File: config.mk
export PLATFORM = sky130hd
export DESIGN_NAME = sdram_arbiter
export DESIGN_NICKNAME = d
export VERILOG_FILES = /design/src/rtl/sdram_arbiter.sv
export SDC_FILE = /design/constraint.sdc
export NUM_CORES = 1
export LEC_CHECK = 0
export ABC_AREA = 1
export BUFFER_PORTS_ARGS = -buffer_cell sky130_fd_sc_hd__buf_4
export CORE_MARGIN = 2
export CORE_UTILIZATION = 37
export DETAILED_ROUTE_END_ITERATION = 8
export PLACE_DENSITY = 0.82
export SETUP_SLACK_MARGIN = 0.5
export SLEW_MARGIN = 20
export SYNTH_ARGS = -nofsm -noshare
export SYNTH_HDL_FRONTEND = slang
export SYNTH_SLANG_ARGS = --single-unit
export TNS_END_PERCENT = 20
File: constraint.sdc
create_clock -name sdram_clk -period 2 [get_ports sdram_clk]
set_input_delay 0.2 -clock sdram_clk [delete_from_list [all_inputs] [get_ports sdram_clk]]
set_output_delay 0.2 -clock sdram_clk [all_outputs]
set_load 0.03 [all_outputs]
File: src/rtl/sdram_arbiter.sv
// sdram_arbiter
//   Owns the SDRAM command/address/bank pins. Before init completes the pins
//   carry the init block's command and address. Afterwards the bus is granted
//   to one of three requesters (auto-refresh > write > read). A one-cycle
//   enable pulse starts the granted requester, and its command, address and
//   bank are muxed onto the pins until its done pulse. Single-cycle refresh
//   requests are latched. Two sticky flags record a refresh request that
//   collided with one already pending, and a grant that never completed.
//
// Ports
//   sdram_clk, rst_n          : clock, async active-low reset
//   init_done/init_cmd/addr   : init block handoff (level) and its pin values
//   aref_req/done/cmd/addr    : refresh requester, aref_en grant pulse
//   wr_req/done/cmd/addr/ba   : write requester, wr_en grant pulse
//   rd_req/done/cmd/addr/ba   : read requester, rd_en grant pulse
//   sdram_cmd/addr/ba         : SDRAM pins, {CS_n,RAS_n,CAS_n,WE_n} command
//   aref_miss, err_timeout    : sticky error flags, cleared only by rst_n
//
// TIMEOUT must be at least 16.
module sdram_arbiter #(
    parameter int ADDR_BITS = 12,
    parameter int BA_BITS   = 2,
    parameter int TIMEOUT   = 64
) (
    input  logic                 sdram_clk,
    input  logic                 rst_n,
    input  logic                 init_done,
    input  logic [3:0]           init_cmd,
    input  logic [ADDR_BITS-1:0] init_addr,
    input  logic                 aref_req,
    input  logic                 aref_done,
    input  logic [3:0]           aref_cmd,
    input  logic [ADDR_BITS-1:0] aref_addr,
    output logic                 aref_en,
    input  logic                 wr_req,
    input  logic                 wr_done,
    input  logic [3:0]           wr_cmd,
    input  logic [ADDR_BITS-1:0] wr_addr,
    input  logic [BA_BITS-1:0]   wr_ba,
    output logic                 wr_en,
    input  logic                 rd_req,
    input  logic                 rd_done,
    input  logic [3:0]           rd_cmd,
    input  logic [ADDR_BITS-1:0] rd_addr,
    input  logic [BA_BITS-1:0]   rd_ba,
    output logic                 rd_en,
    output logic [3:0]           sdram_cmd,
    output logic [ADDR_BITS-1:0] sdram_addr,
    output logic [BA_BITS-1:0]   sdram_ba,
    output logic                 aref_miss,
    output logic                 err_timeout
);

    localparam int               CNT_W    = $clog2(TIMEOUT);
    localparam logic [CNT_W-1:0] TMO_LAST = CNT_W'(TIMEOUT - 1);
    localparam logic [3:0]       CMD_NOP  = 4'b0111;

    typedef enum logic [1:0] {
        ST_IDLE  = 2'd0,
        ST_AREF  = 2'd1,
        ST_WRITE = 2'd2,
        ST_READ  = 2'd3
    } state_t;

    state_t           state;
    state_t           state_nxt;
    logic [CNT_W-1:0] tmo_cnt;
    logic             aref_pending;
    logic             done_match;
    logic             tmo_hit;

    // Done of the currently granted requester. A done for any other
    // requester, or one arriving in IDLE, is ignored.
    always_comb begin
        done_match = 1'b0;
        case (state)
            ST_AREF:  done_match = aref_done;
            ST_WRITE: done_match = wr_done;
            ST_READ:  done_match = rd_done;
            default:  done_match = 1'b0;
        endcase
        // A done on the limit cycle wins: that is a normal completion.
        tmo_hit = (state != ST_IDLE) && !done_match && (tmo_cnt == TMO_LAST);
    end

    // State register
    always_ff @(posedge sdram_clk or negedge rst_n) begin
        if (!rst_n) begin
            state <= ST_IDLE;
        end else begin
            state <= state_nxt;
        end
    end

    // Next state. Losing init_done aborts whatever is granted.
    always_comb begin
        state_nxt = state;
        if (!init_done) begin
            state_nxt = ST_IDLE;
        end else begin
            case (state)
                ST_IDLE: begin
                    if (aref_pending || aref_req) state_nxt = ST_AREF;
                    else if (wr_req)              state_nxt = ST_WRITE;
                    else if (rd_req)              state_nxt = ST_READ;
                end
                default: begin
                    if (done_match || tmo_hit) state_nxt = ST_IDLE;
                end
            endcase
        end
    end

    // Pin mux, straight from the state register so the granted requester
    // drives the pins in the same cycle its enable is high.
    always_comb begin
        sdram_cmd  = CMD_NOP;
        sdram_addr = '0;
        sdram_ba   = '0;
        case (state)
            ST_IDLE: begin
                if (!init_done) begin
                    sdram_cmd  = init_cmd;
                    sdram_addr = init_addr;
                end
            end
            ST_AREF: begin
                sdram_cmd  = aref_cmd;
                sdram_addr = aref_addr;
            end
            ST_WRITE: begin
                sdram_cmd  = wr_cmd;
                sdram_addr = wr_addr;
                sdram_ba   = wr_ba;
            end
            ST_READ: begin
                sdram_cmd  = rd_cmd;
                sdram_addr = rd_addr;
                sdram_ba   = rd_ba;
            end
            default: ;
        endcase
    end

    // Grant pulses, timeout counter, refresh latch and sticky flags.
    // Every grant starts from IDLE, so a pulse fires only on the IDLE exit.
    always_ff @(posedge sdram_clk or negedge rst_n) begin
        if (!rst_n) begin
            aref_en      <= 1'b0;
            wr_en        <= 1'b0;
            rd_en        <= 1'b0;
            tmo_cnt      <= '0;
            aref_pending <= 1'b0;
            aref_miss    <= 1'b0;
            err_timeout  <= 1'b0;
        end else begin
            aref_en <= (state == ST_IDLE) && (state_nxt == ST_AREF);
            wr_en   <= (state == ST_IDLE) && (state_nxt == ST_WRITE);
            rd_en   <= (state == ST_IDLE) && (state_nxt == ST_READ);

            if ((state == ST_IDLE) || (state_nxt != state)) begin
                tmo_cnt <= '0;
            end else begin
                tmo_cnt <= tmo_cnt + CNT_W'(1);
            end

            // A fresh request outranks the clear from the current grant.
            if (!init_done) begin
                aref_pending <= 1'b0;
            end else if (aref_req) begin
                aref_pending <= 1'b1;
            end else if (aref_en) begin
                aref_pending <= 1'b0;
            end

            if (init_done && aref_req && aref_pending && !aref_en) begin
                aref_miss <= 1'b1;
            end
            if (tmo_hit) begin
                err_timeout <= 1'b1;
            end
        end
    end

endmodule

* After elaboration in Yosys (flattened, before gate mapping)
Index checks and enable logic that the tools add are counted.
** Cells by class
- Add/subtract/negate cells :: 1
- Equal/unequal tests :: 9
- Muxes and demuxes :: 16
- Reductions and logical operators :: 15
** Operators by type and width (count)
- 12-bit one-hot mux with 4 select lines :: 1
- 4-bit one-hot mux with 4 select lines :: 1
- 12-bit two-way mux :: 1
- 2-bit two-way mux :: 6
- 2-bit == test (second input constant) :: 4
- 1-bit logical AND :: 8
- 6-bit by 1-bit adder with 6-bit output (second input constant) :: 1
- 6-bit == test (second input constant) :: 1
- 6-bit two-way mux :: 1
- 2-bit by 1-bit == test with 1-bit output (second input constant) :: 2
- 4-bit two-way mux :: 1
- 2-bit one-hot mux with 2 select lines :: 1
- 1-bit logical OR :: 3
- 1-bit two-way mux :: 3
- 3-bit by 1-bit inequality test with 1-bit output (second input constant) :: 1
- 1-bit one-hot mux with 3 select lines :: 1
- 1-bit logical NOT :: 2
- 2-bit logical NOT :: 1
- 2-bit inequality test :: 1
- 2-bit nonzero test :: 1
** Word-level totals
- Bits in registers :: 14
- Input bits :: 77
- Output and inout port bits :: 23

* Logic depth before layout (Yosys ltp)
- Depth in word-level cells :: 12
- Depth in mapped cells :: 11
- Mapped depth without buffers :: 10

* Least setup slack after synthesis
OpenSTA, ideal clock, no wires.
- Path kind :: flip-flop to output port
- Start :: reg state[1]
- End :: out sdram_addr[10]
- Arrival time :: 1.338 ns
- Required time :: 1.800 ns
- Setup slack :: 0.462 ns
- Cell stages (with the launch flop) :: 6
- Path buffers :: 1
- Cell sequence :: dfrtp_1 -> inv_2 -> nor2_2 -> buf_2 -> nand2_1 -> nand4_1
** Between the ends
- Cells in the longest elaborated chain, start to end :: 2
- Elaborated cells on any way between the ends :: 5
- Those cells by class :: eq/ne: 3; mux: 1; reduce/logical: 1
** Ends and longest elaborated chain
- start: declaration :: line 65 : state_t state;
- start signal: assignment :: line 91 : state <= state_nxt;
- 2-bit == test, or another cell as far along :: line 120 : case (state)
- 12-bit one-hot mux with 4 select lines * :: line 120
- end: declaration :: line 48 : output logic [ADDR_BITS-1:0] sdram_addr,
Mark *: on every way between the ends. The rest lies on a longest branch, timed or not.

* Final worst setup path
- Start :: reg state[0]
- End :: out sdram_addr[8]
The elaborated chain is that of the path after synthesis.

==> results.md <==
- Die Height: just under 60 um
- Area Growth Syn to Fin: 96.35%
- Root Buffer: clkbuf_4
- First-pass GRT wire length: ~6600 um
- Placement Rows: 19
- Global placer's final weighted congestion: around 0.84
- Number of global-route vias before repair: 1543
- Sequential-to-total area share from yosys stat: 0.3196
- Worst Path Max Fanout: 7
- Sequential share of power: 0.244
- Post-synthesis cell count: about 170
- CTS sink count: 14
- CTS clk-pin slew, worst paths: 0.09 ns
- Commonest cells post-synth: nand2_1, nand4_1, dfrtp_1, nor2_1, inv_1
- Async S/R FF share, synth: 1.000
- Hpwl dp: 3174 um
- Post-route ant nets: 0
- Share of post-route cells with drive strength above 1: 0.5053
- Comb pwr share: 0.596
- Clock share of power: 0.160
- Number of synthesized flops with an enable pin: 0
- Power Density: approximately 600 nW/um^2
- Clock period minus worst slack: approximately 1.7 ns
- Multi-input logic area: between 700 and 800 sq um
- Final period util: 0.8444
- DRT Wirelength: between 4000 and 5000 um
- Largest net degree at the start of global routing: 16
- Worst EP required: about 1.8 ns
- Sequential cell area: roughly 350 sq um
- Clock skew: roughly 0.006 ns
- Core area: roughly 2800 sq um
- Routed via count: between 1500 and 2000
- Pint: between 0.0007 and 0.0008 W
- Fin. Hold Viols: 0
- Share of the synthesized area in the top cell type: 0.3196
- Maximum clock frequency: roughly 600 MHz
- Leak Pwr: around 1.1 nW
- Mapped Avg Cell Area: between 6 and 7 sq um
- Initial drt markers: 43
- Post-Syn Nets: between 200 and 250
- Synth warn: 0
- Drt first pass iters: 4
- Worst hold path type: in2reg
- P_sw: about 0.00054 W
- Cell Area, Synth: approximately 1100 sq um
- Seq cells post-synth: 14
- Kind of critical path: reg2out
- Initial antenna violation count: 0
- # fillers: 189
- Max Buffers Root-to-Sink: 2
- Io pins: 100
- RSZ-0062 raised after global routing: yes
- Sw Share: 0.4056
- Synth cell types: 27
- Critical Path End Type: output port
- Cell taking the most area after synthesis: dfrtp_1
- Die area: between 3000 and 4000 sq um
- Slew HR: 0.7799
- DIE WIDTH: between 50 and 60 um
- Clock latency on the worst-skew pair: just under 0.3 ns
- Total gr overflow: 0
- Outcome: complete, no violations
- CTS buffer count: 3
- Ant diodes: 0
- Final setup fails: 0
- H-tree depth: 1
- Min Hold Slack: 0.1556 ns
- Worst VDD drop: roughly 0.45 mV
- DR WL/cell: roughly 14 um
- CP arrival: 1.49 ns
- Final-report max-slew violation count: 0
- Most common cell in the netlist: nand2_1
- Worst-Margin Slew: 0.3289 ns
- Number of port buffers: 99
- CTS tree: yes
- Starting Density: 0.3941
- DRC Markers: 0
- Global Route Usage Sum: 0.2455
- Synth top area cells: dfrtp_1, nand2_1, nand4_1
- Primary FF master, synth: dfrtp_1
- Max Cap Viol: 0
- Vias per cell: approximately 5.0
- CP Launch Type: register
- Total power: between 0.001 and 0.0015 W
- Nets: 360
- Setup_tns: 0 ns
cell families (layout without fill, tap and decap cells):
logic type | after synthesis | count (layout) | share of synthesized area
compound gates | 12 | 12 | 0.07991
xor+xnor | 4 | 4 | 0.03197
fa+ha+maj | 1 | 1 | 0.01141
buf+inv | 17 | 133 | 0.06393
flops | 14 | 14 | 0.3196
simple gates | 117 | 117 | 0.4932
layer usage:
layer	up-vias	track usage	wire, um	part of all wire
li1	771	-	-	-
met1	706	0.2865	1696	0.40
met2	66	0.4366	2198	0.52
met3	8	0.05495	285	0.067
met4	0	0.08970	85	0.020
met5	-	0	0	0
worst paths after layout:
check / startpoint / to / slack [ns] / cells after the start
max: state[0] / sdram_addr[8] / 0.31 / 7
min: aref_req / aref_pending / 0.16 / 3
max reg2reg: state[0] / tmo_cnt[2] / 0.35 / 11
min reg2reg: tmo_cnt[0] / tmo_cnt[0] / 0.46 / 1
max in group asynchronous: rst_n / state[1] / 1.52 / 2
min in group asynchronous: rst_n / tmo_cnt[4] / 0.29 / 2
critical path, stage by stage, from the launching register on:
cell and delay [ns]:
dfrtp_2 0.46, inv_4 0.09, nand2_4 0.07, nor2_4 0.13
buf_6 0.15, nand2_1 0.05, nand4_1 0.10, buf_6 0.14
placed cells by master, fill, tap and decap left out, types with 2 or more instances in the layout:
| cell type | Yosys | final |
|---|---|---|
| buf_6 | 0 | 21 |
| a22o_1 | 2 | 2 |
| nand3_2 | 2 | 2 |
| nand3_1 | 4 | 4 |
| nor2_1 | 14 | 13 |
| dfrtp_1 | 14 | 12 |
| xor2_1 | 3 | 3 |
| nor2_2 | 4 | 3 |
| o21ai_0 | 3 | 3 |
| o21bai_1 | 2 | 2 |
| nand2_1 | 70 | 68 |
| o31ai_1 | 2 | 2 |
| buf_4 | 1 | 94 |
| inv_4 | 0 | 2 |
| nor2_4 | 1 | 3 |
| clkbuf_4 | 0 | 3 |
| nand2_2 | 3 | 5 |
| nand4_1 | 16 | 16 |
| dfrtp_2 | 0 | 2 |
| inv_1 | 9 | 9 |
| nand2_4 | 2 | 2 |
flip-flops by register name (all words and copies together) (netlist names):
signal        count
tmo_cnt           6
state             2
aref_en           1
aref_miss         1
aref_pending      1
err_timeout       1
rd_en             1
wr_en             1
power groups by stage:
stage	clock network, W	logic (W)	registers [W]
floorplan	0	0.000358	0.000329
global placement	0	0.000633	0.000331
detailed placement	0	0.000635	0.000331
CTS	0.000210	0.000770	0.000321
global route	0.000227	0.000838	0.000326
finish	0.000211	0.000787	0.000322
layout make-up:
type                       instances  area share
clock buffer                       4     0.01686
inverter                          12     0.02384
multi-input combinational        134      0.3256
sequential                        14      0.1640
tap                               31     0.01802
timing repair buffer             117      0.4517
stage by stage:
| stage | cells | setup WS (ns) | cell area, sq um | util |
|---|---|---|---|---|
| floorplan | 165 | 0.5061 | 1107 | - |
| global placement | 293 | 0.3930 | 1883 | 0.6770 |
| detailed placement | 293 | 0.3732 | 1883 | 0.6770 |
| CTS | 312 | 0.3319 | 2132 | 0.7665 |
| global route | 312 | 0.2319 | 2152 | 0.7737 |
| finish | 312 | 0.3111 | 2152 | 0.7737 |
what timing repair did:
item / CTS / global route
pin swaps: 11 / 6
gates cloned: 1 / 0
resized for setup: 26 / 5
hold endpoints to repair: 14 / 0
hold buffers: 1 / 0
endpoints found under the setup margin: 24 / 26
setup buffers: 13 / 0
Note: power is estimated with default switching activity, not from simulation.
